**config.mk**
```make
export PLATFORM = sky130hd
export DESIGN_NAME = nibble_serial_subtr_ctrl
export DESIGN_NICKNAME = d
export VERILOG_FILES = /design/src/rtl/nibble_serial_subtr_ctrl.sv
export SDC_FILE = /design/constraint.sdc
export NUM_CORES = 1
export LEC_CHECK = 0
export ABC_AREA = 0
export CAP_MARGIN = 0
export CORE_MARGIN = 5
export CORE_UTILIZATION = 40
export CTS_CLUSTER_DIAMETER = 200
export DETAILED_ROUTE_END_ITERATION = 16
export GPL_ROUTABILITY_DRIVEN = 0
export PLACE_DENSITY_LB_ADDON = 0.2
export REMOVE_ABC_BUFFERS = 1
export SLEW_MARGIN = 0
export SYNTH_ARGS = -nofsm -noshare
export SYNTH_HDL_FRONTEND = slang
export SYNTH_SLANG_ARGS = --single-unit
```
**constraint.sdc**
```tcl
create_clock -name clk -period 1.6 [get_ports clk]
set_input_delay 0.16 -clock clk [delete_from_list [all_inputs] [get_ports clk]]
set_output_delay 0.16 -clock clk [all_outputs]
set_load 0.01 [all_outputs]
```
**src/rtl/nibble_serial_subtr_ctrl.sv**
```systemverilog
`default_nettype none
// ============================================================================
// Module   : nibble_serial_subtr_ctrl
// Purpose  : Computes a wide A - B one nibble per clock, LSB first, through a
//            shared external 4-bit adder. Optional macro OP_ADD_EN adds an
//            'op' port that selects A + B.
// Revision : 1.0  initial release
// ============================================================================
module nibble_serial_subtr_ctrl #(
    parameter int NIBBLES = 4
) (
    input  logic                 clk,
    input  logic                 rst_n,
    input  logic                 start,
`ifdef OP_ADD_EN
    input  logic                 op,
`endif
    input  logic [4*NIBBLES-1:0] op_a,
    input  logic [4*NIBBLES-1:0] op_b,
    output logic                 busy,
    output logic                 done,
    output logic [4*NIBBLES-1:0] result,
    output logic                 borrow,
    output logic                 zero,
    output logic [3:0]           au_a,
    output logic [3:0]           au_b,
    output logic                 au_cin,
    input  logic [3:0]           au_s,
    input  logic                 au_cout
);

    localparam int IDX_W = (NIBBLES > 1) ? $clog2(NIBBLES) : 1;
    localparam logic [IDX_W-1:0] C_LAST = IDX_W'(NIBBLES - 1);

    typedef enum logic [1:0] {
        S_IDLE = 2'd0,
        S_RUN  = 2'd1,
        S_DONE = 2'd2
    } state_t;

    state_t                     state_q, state_d;
    logic [NIBBLES-1:0][3:0]    a_q, a_d;
    logic [NIBBLES-1:0][3:0]    b_q, b_d;
    logic [NIBBLES-1:0][3:0]    result_q, result_d;
    logic [IDX_W-1:0]           idx_q, idx_d;
    logic                       carry_q, carry_d;
    logic                       borrow_q, borrow_d;
    logic                       zero_q, zero_d;
    logic                       w_load_add;
    logic                       w_run_add;
    logic                       w_accept;

    assign w_accept = (state_q == S_IDLE) && start;

`ifdef OP_ADD_EN
    logic op_q;

    always_ff @(posedge clk) begin
        if (!rst_n) begin
            op_q <= 1'b0;
        end else if (w_accept) begin
            op_q <= op;
        end
    end

    assign w_load_add = op;
    assign w_run_add  = op_q;
`else
    assign w_load_add = 1'b0;
    assign w_run_add  = 1'b0;
`endif

    always_ff @(posedge clk) begin
        if (!rst_n) begin
            state_q  <= S_IDLE;
            a_q      <= '0;
            b_q      <= '0;
            result_q <= '0;
            idx_q    <= '0;
            carry_q  <= 1'b0;
            borrow_q <= 1'b0;
            zero_q   <= 1'b0;
        end else begin
            state_q  <= state_d;
            a_q      <= a_d;
            b_q      <= b_d;
            result_q <= result_d;
            idx_q    <= idx_d;
            carry_q  <= carry_d;
            borrow_q <= borrow_d;
            zero_q   <= zero_d;
        end
    end

    always_comb begin
        state_d  = state_q;
        a_d      = a_q;
        b_d      = b_q;
        result_d = result_q;
        idx_d    = idx_q;
        carry_d  = carry_q;
        borrow_d = borrow_q;
        zero_d   = zero_q;
        au_a     = 4'd0;
        au_b     = 4'd0;
        au_cin   = 1'b0;
        case (state_q)
            S_IDLE: begin
                if (start) begin
                    state_d  = S_RUN;
                    a_d      = op_a;
                    b_d      = op_b;
                    idx_d    = '0;
                    // Subtraction is A + ~B + 1, so the chain starts with carry=1
                    carry_d  = ~w_load_add;
                    result_d = '0;
                end
            end
            S_RUN: begin
                au_a            = a_q[idx_q];
                au_b            = w_run_add ? b_q[idx_q] : ~b_q[idx_q];
                au_cin          = carry_q;
                result_d[idx_q] = au_s;
                carry_d         = au_cout;
                if (idx_q == C_LAST) begin
                    state_d  = S_DONE;
                    borrow_d = w_run_add ? au_cout : ~au_cout;
                    zero_d   = (result_d == '0);
                end else begin
                    idx_d = idx_q + 1'b1;
                end
            end
            S_DONE: begin
                state_d = S_IDLE;
            end
            default: begin
                state_d = S_IDLE;
            end
        endcase
    end

    assign busy   = (state_q != S_IDLE);
    assign done   = (state_q == S_DONE);
    assign result = result_q;
    assign borrow = borrow_q;
    assign zero   = zero_q;

endmodule
`default_nettype wire

```
==> flow_summary.json, run 1 <==
{
  "viasPerCell": 5.124,
  "cts_sinks": 55,
  "whs_ps": 406.3,
  "ioPinCount": 69,
  "max_freq_ghz": 0.5817,
  "hold_viol": 0,
  "grt_max_degree": 56,
  "grt-busiest-layer": "met2",
  "slew-limit-headroom": 0.7049,
  "hold_end": "a_q[2]",
  "grt_pass1_wl_um": 9977,
  "grt_pass1_vias": 2147,
  "drt_iter0_drc": 94,
  "cts.path.max_buffers": 2,
  "p_leak_uw": 0.001327,
  "crit_slowest_cell": "mux4_2",
  "hp-start": "op_a[2]",
  "cp-start-kind": "register",
  "status": "finished with violations",
  "num-fill-cells": 542,
  "cts_buffers": 5,
  "grt_antenna_before_repair": 0,
  "cts_setup_buffers": 0,
  "core_sq_um": 5991,
  "syn_avg_cell_area_sq_um": 9.149,
  "cap_violations": 0,
  "vias": 2193,
  "avgRoutedWirePerCell_um": 13.94,
  "setup_viol": 8,
  "cts-root-buf": "clkbuf_8",
  "setup.worst_path.end_class": "output port",
  "hold_path_class": "input port to register",
  "arrival_ps": 1560,
  "hold_depth": 3,
  "use_met1": 0.2044,
  "synth_edf_count": 0,
  "p_clk_frac": 0.291,
  "setup_tns_ps": -829.4,
  "die_x_um": 88.88,
  "synth_area_sq_um": 2489,
  "die_h_um": 88.88,
  "violations": "setup timing",
  "start_util": 0.4154,
  "finalCritPeriodShare": 1.074,
  "crit_fanout": 4,
  "synth-seq-cells": 55,
  "die_area_sq_um": 7899,
  "r2r_cells": 8,
  "hpwl_um": 4355,
  "diodes": 0,
  "p_int_uw": 2119,
  "netlist-cell-type-count": 32,
  "synthArstFlopShare": 0,
  "worstMarginPinSlew_ps": 442.7,
  "switching_power_uw": 705.8,
  "gr-usage-met2": 0.2679,
  "seq_area_frac_synth": 0.4424,
  "r2r-start": "idx_q[0]",
  "cts_hold_buf": 0,
  "setup_ws_ps": -119.2,
  "synthCells": 272,
  "synthFlopType": "dfxtp_1",
  "rsz0062_at_grt": "yes",
  "clk_latency_ps": 300,
  "cts_max_level": 2,
  "clk_pin_slew_ps": 90,
  "ys_warn_count": 0,
  "p_seq_frac": 0.519,
  "wirelength_um": 5966,
  "skew_ps": 3.328,
  "r2r_slack_ps": 30,
  "ant_nets": 0,
  "cp_cell_sequence": "buf_6 -> mux4_2 -> and2_1 -> buf_2",
  "drv_slew": 0,
  "final_common_cell": "nand2_1",
  "grt_use_total": 0.1603,
  "period_needed_ps": 1719,
  "pwr_density_cell_nw_per_um2": 792.6,
  "grtUsageMet3": 0.03724,
  "io_buffers": 68,
  "r2r-end": "zero",
  "cts_tree": "done",
  "first_pass_iters": 4,
  "cp_data_required_time_ps": 1440,
  "peakVddDrop_mv": 0.4002,
  "critPathKind": "register to output port",
  "area_delta_synth_final_pct": 43.19,
  "final_nets": 397,
  "layout_common_cells": "nand2_1 (67), clkdlybuf4s50_1 (57), dfxtp_1 (54)",
  "drc": 0,
  "rows": 28,
  "overflow": 0,
  "p_comb_frac": 0.190,
  "max_stage_delay_ps": 480,
  "drive_gt1_frac": 0.1926,
  "netSwitchingFraction": 0.2499
}
-- what timing repair did --
action	4_1_cts	5_1_grt
pin swaps	6	2
resized for setup	50	15
endpoints found under the setup margin	21	21
-- critical path, delay by kind of cell, from the launching register on --
family | cells | cell delay, ps
AND/OR/NAND/NOR | 1 | 140
buffers and inverters | 2 | 250
multiplexers | 1 | 480
flip-flops | 1 | 370
-- flip-flops by register name (all words and copies together) (netlist names) --
name     flops
a_q         16
b_q         16
result      16
idx_q        2
state_q      2
borrow       1
carry_q      1
zero         1
-- logic make-up (layout without fill, tap and decap cells) --
logic type | after synthesis | after routing | share of synthesized area
muxes | 9 | 9 | 0.07642
buffers and inverters | 23 | 104 | 0.03921
DFF | 55 | 55 | 0.4424
adders and majority gates | 5 | 5 | 0.02514
and+or+nand+nor | 115 | 115 | 0.2167
AOI/OAI and AO/OA | 65 | 65 | 0.2001
-- area by class of cell --
type	count	area, sq um	share of cell area
multi-input cells	194	1383	0.3880
flip-flops and latches	55	1105	0.3100
repair buffers	91	860.8	0.2416
clock buffers	8	100.1	0.02809
well taps	75	93.84	0.02633
inverters	5	21.27	0.005969
-- power groups by stage --
stage | logic [uW] | registers, uW | clock network, uW
after floorplan | 220 | 1500 | 0
after global placement | 516 | 1500 | 0
after detailed placement | 520 | 1500 | 0
after CTS | 524 | 1470 | 853
after global routing | 591 | 1480 | 912
final | 537 | 1470 | 822
-- cells in the mapped netlist (all sizes together) (2+ instances only) --
master	n	area [sq um]
o21ai	7	35.03
nor2b	21	131.4
dfxtp	55	1101
ha	5	62.56
a22oi	4	30.03
inv	5	18.77
a21oi	2	10.01
mux4	8	180.2
and2	6	38.79
nor2	9	33.78
buf	8	40.04
a21boi	32	240.2
a32oi	15	131.4
nor4	2	12.51
o211ai	2	15.01
nor3b	2	20.02
nand2	67	251.5
clkbuf	10	38.78
nor3	3	15.01
-- metal layers --
metal | routed length, um | up-vias
met4 | 65 | 0
met5 | 0 | -
met1 | 2639 | 1026
met2 | 2934 | 57
li1 | - | 1103
met3 | 326 | 7
-- worst max-delay path by stage --
stage / start / end / slack (ps)
after detailed placement: idx_q[0] / au_a[3] / -220
after CTS: idx_q[0] / au_a[3] / -140
after floorplan: state_q[0] / idx_q[1] / -330
final: idx_q[0] / au_a[3] / -120
after global routing: idx_q[0] / au_b[0] / -190
after global placement: idx_q[0] / au_b[0] / -240
-- per-stage QoR --
| stage | instance area, sq um | total power (uW) | cells | util | setup slack, ps |
|---|---|---|---|---|---|
| after floorplan | 2410 | 1724 | 254 | - | -334.9 |
| after global placement | 3388 | 2011 | 420 | 0.5656 | -239.2 |
| after detailed placement | 3388 | 2018 | 420 | 0.5656 | -222.9 |
| after CTS | 3503 | 2843 | 428 | 0.5848 | -138.4 |
| after global routing | 3563 | 2978 | 428 | 0.5948 | -193.0 |
| final | 3563 | 2824 | 428 | 0.5948 | -119.2 |
Power figures use the tool's default switching activity.
==> run 2: changes to the inputs <==
CORE_UTILIZATION = 25   (was 40)
CTS_CLUSTER_DIAMETER = not set   (was 200)
==> flow_summary.json, run 2 (synthesized netlist as in run 1, its figures left out) <==
{
  "r2r_cells": 6,
  "slew-limit-headroom": 0.8108,
  "finalCritPeriodShare": 1.085,
  "cp-start-kind": "register",
  "dpl-instance-area_sq_um": 3493,
  "drv_slew": 0,
  "status": "finished with violations",
  "crit_fanout": 5,
  "switching_power_uw": 734.6,
  "cts_sinks": 55,
  "die_area_sq_um": 12050,
  "setup_ws_ps": -135.5,
  "drc": 0,
  "final_common_cell": "nand2_1",
  "r2r_slack_ps": 30,
  "area_delta_synth_final_pct": 47.71,
  "p_leak_uw": 0.001352,
  "period_needed_ps": 1736,
  "netSwitchingFraction": 0.2650,
  "clk_pin_slew_ps": 100,
  "cp_data_required_time_ps": 1440,
  "hold_end": "b_q[8]",
  "pwr_density_cell_nw_per_um2": 754.0,
  "p_int_uw": 2037,
  "hold_viol": 0,
  "cts_max_level": 2,
  "ioPinCount": 69,
  "hpwl_um": 4808,
  "cp_cell_sequence": "buf_12 -> mux4_2 -> and2_4 -> buf_6",
  "multi_input_area_sq_um": 1368,
  "max_freq_ghz": 0.5762,
  "drive_gt1_frac": 0.1989,
  "setup_tns_ps": -882.8,
  "first_pass_iters": 4,
  "vias": 2240,
  "viasPerCell": 4.571,
  "r2r-start": "idx_q[0]",
  "setup_viol": 8,
  "critPathTopFamily": "multiplexers",
  "grt_max_degree": 34,
  "p_seq_frac": 0.530,
  "start_util": 0.2558,
  "crit_slowest_cell": "mux4_2",
  "critPathKind": "register to output port",
  "rows": 36,
  "worstMarginPinSlew_ps": 281.2,
  "layout_common_cells": "nand2_1 (67), clkdlybuf4s50_1 (57), dfxtp_1 (54)",
  "peakVddDrop_mv": 0.3298,
  "setup.worst_path.end_class": "output port",
  "drt_iter0_drc": 78,
  "io_buffers": 68,
  "rsz0062_at_grt": "yes",
  "ant_nets": 0,
  "design_area_sq_um": 3676,
  "p_comb_frac": 0.205,
  "grt_pass1_wl_um": 11210,
  "arrival_ps": 1580,
  "regArea_sq_um": 1105,
  "avgRoutedWirePerCell_um": 14.03,
  "hold_path_class": "input port to register",
  "clk_latency_ps": 300,
  "die_x_um": 109.8,
  "max_stage_delay_ps": 490,
  "grt_antenna_before_repair": 0,
  "p_clk_frac": 0.265,
  "hold_depth": 3,
  "postLayoutCoreUtil": 0.3778,
  "diodes": 0,
  "skew_ps": 6.539,
  "overflow": 0,
  "num-fill-cells": 1042,
  "cts-root-buf": "clkbuf_8",
  "r2r-end": "zero",
  "final_nets": 403,
  "hp-start": "op_b[8]",
  "critPathBufInv": 2,
  "cap_violations": 0,
  "die_h_um": 109.8,
  "core_sq_um": 9729,
  "crit_start": "idx_q[0]",
  "wirelength_um": 6876,
  "violations": "setup timing",
  "grt_use_total": 0.1195,
  "cts_buffers": 5,
  "cts_tree": "done",
  "grt_pass1_vias": 2201,
  "cts.path.max_buffers": 2
}
-- run 2: worst max-delay path by stage --
stage                     slack (ps)  cells past startpoint       end
final                           -140                      4   au_a[2]
after global routing            -200                      4   au_a[2]
after CTS                       -200                      5   au_b[2]
after detailed placement        -230                      4   au_b[0]
after global placement          -240                      4   au_b[0]
after floorplan                 -330                      4  idx_q[1]
-- run 2: what timing repair did --
item | in CTS | in global routing
setup buffers | 4 | 1
hold buffers | 0 | 0
pin swaps | 5 | 6
resized for setup | 55 | 7
gates cloned | 1 | 0
setup endpoints to repair | 16 | 19
-- run 2: metal layers --
metal | global-route usage | part of all wire
met5 | 0 | 0
met4 | 0.02850 | 0.0052
met3 | 0.02936 | 0.065
met2 | 0.1800 | 0.45
met1 | 0.1713 | 0.48
-- run 2: power groups by stage --
stage / logic [uW] / clock network [uW] / registers (uW)
after floorplan: 220 / 0 / 1500
after global placement: 543 / 0 / 1500
after detailed placement: 545 / 0 / 1500
after CTS: 577 / 767 / 1470
after global routing: 629 / 822 / 1480
final: 570 / 734 / 1470
-- run 2: cell type report --
class / count / area share
sequential: 55 / 0.3005
tap: 133 / 0.04527
inverter: 5 / 0.005786
timing repair buffer: 97 / 0.2556
clock inverter: 1 / 0.002042
clock buffer: 5 / 0.01872
multi-input combinational: 194 / 0.3720
-- run 2: stage by stage --
step           hold WS, ps  instances  worst slack [ps]  power [uW]
5_1_grt              404.6        490            -202.3        2929
3_5_place_dp         452.9        479            -232.4        2043
3_3_place_gp         447.4        479            -244.2        2041
4_1_cts              393.8        490            -200.0        2813
6_report             408.3        490            -135.5        2772
2_1_floorplan        288.2        254            -334.9        1724
-- run 2: worst reg2reg max path: stages, from the launching register on --
cell,delay [ps]
dfxtp_4,390
buf_6,110
buf_4,130
ha_1,180
and2_2,220
o211ai_1,130
o41ai_2,320
==> run 3: changes to the inputs <==
CELL_PAD_IN_SITES_DETAIL_PLACEMENT = 1   (was not set)
CELL_PAD_IN_SITES_GLOBAL_PLACEMENT = 1   (was not set)
==> flow_summary.json, run 3 (synthesized netlist as in run 1, its figures left out) <==
{
  "status": "finished with violations",
  "violations": "setup timing",
  "power_uw": 3028,
  "setup.worst_path.end_class": "output port",
  "worstMarginPinSlew_ps": 496.7,
  "skew_ps": 8.841,
  "hold_viol": 0,
  "overflow": 0,
  "cts_max_level": 2,
  "grt_antenna_before_repair": 0,
  "rows": 36,
  "diodes": 0,
  "arrival_ps": 1580,
  "critPathTopFamily": "multiplexers",
  "cap_violations": 0,
  "critPathKind": "register to output port",
  "final_nets": 404,
  "crit_slowest_cell": "mux4_2",
  "drive_gt1_frac": 0.2306,
  "final_common_cell": "nand2_1",
  "max_freq_ghz": 0.5755,
  "drt_iter0_drc": 42,
  "drc": 0,
  "clk_pin_slew_ps": 100,
  "pwr_density_cell_nw_per_um2": 808.3,
  "die_area_sq_um": 12050,
  "layout_common_cells": "nand2_1 (67), clkdlybuf4s50_1 (57), dfxtp_1 (53)",
  "cts-root-buf": "clkbuf_8",
  "crit_fanout": 5,
  "setup_ws_ps": -137.6,
  "cts_sinks": 55,
  "dp.cells": 482,
  "drv_slew": 0,
  "cts_hold_buf": 0,
  "cp_cell_sequence": "buf_8 -> mux4_2 -> and2_4 -> buf_6",
  "avgRoutedWirePerCell_um": 15.08,
  "period_needed_ps": 1738,
  "slew-limit-headroom": 0.6689,
  "rsz0062_at_grt": "yes",
  "peakVddDrop_mv": 0.3508,
  "io_buffers": 68,
  "die_h_um": 109.8,
  "vias": 2275,
  "grt_max_degree": 56,
  "finalNonFillerCells": 493,
  "die_x_um": 109.8,
  "wirelength_um": 7436,
  "ioPinCount": 69,
  "cts_tree": "done",
  "whs_ps": 396.8,
  "clk_latency_ps": 310,
  "area_delta_synth_final_pct": 50.53,
  "cp_data_required_time_ps": 1440,
  "cts.path.max_buffers": 2,
  "ant_nets": 0,
  "post-place-ws_ps": -234.4,
  "grt_pass1_wl_um": 12300,
  "critPathBufInv": 2,
  "viasPerCell": 4.615,
  "max_stage_delay_ps": 500,
  "hpwl_um": 5347,
  "hold_path_class": "input port to register",
  "start_util": 0.2558,
  "cts_buffers": 5,
  "setup_viol": 8,
  "p_leak_uw": 0.001381,
  "finalCritPeriodShare": 1.086,
  "grt_use_total": 0.1312,
  "first_pass_iters": 4,
  "grt_pass1_vias": 2440,
  "cp-start-kind": "register",
  "core_sq_um": 9729
}
[run 3: cell types whose count changed in the layout (fill, tap and decap cells not counted), sizes merged]
cell      previous run  this run
bufinv               0         1
clkbuf               5         6
buf                 37        38
clkinv               0         1
clkinvlp             1         0
[run 3: through the flow]
| step | instance area (sq um) | util | setup TNS (ps) |
|---|---|---|---|
| 4_1_cts | 3706 | 0.3809 | -1209 |
| 3_5_place_dp | 3491 | 0.3588 | -2355 |
| 2_1_floorplan | 2410 | - | -4769 |
| 6_report | 3746 | 0.3850 | -863.3 |
| 3_3_place_gp | 3491 | 0.3588 | -2324 |
| 5_1_grt | 3746 | 0.3850 | -1663 |
[run 3: worst paths after layout]
kind	end	start	slack, ps	cells after the start
worst max-delay path	au_a[0]	idx_q[0]	-140	4
worst min-delay path	a_q[9]	op_a[9]	400	3
worst max register to register	zero	idx_q[0]	10	8
worst min register to register	b_q[11]	b_q[11]	470	2
[run 3: what timing repair did]
item,in CTS,in global routing
setup endpoints to repair,22,22
buffers inserted,4,1
pin swaps,7,2
gates resized for setup,67,12
[run 3: layer usage]
metal  routed length [um]  up-vias  global-route usage
li1                     -     1115                   -
met1                 3479     1086              0.1721
met2                 3462       63              0.2149
met3                  384       11             0.03053
met4                  111        0             0.03740
met5                    0        -                   0
[run 3: report_power, final]
part           internal, uW  switching (uW)
logic                   310             266
clock network           508             474
registers              1430            36.7
[run 3: cell type report]
class	count	area, sq um
clock buffers	6	82.58
repair buffers	98	930.9
multi-input cells	194	1401
well taps	133	166.4
fillers	1141	5983
flip-flops and latches	55	1106
inverters	5	23.77
clock inverters	2	35.03
[run 3: worst register-to-register path, delay by kind of cell (launching register included)]
family	cells	cell delay, ps
AO/OA/AOI/OAI	2	390
AND/OR/NAND/NOR	1	80
buffers and inverters	4	490
flip-flops	1	380
adder cells (fa/ha/maj)	1	160
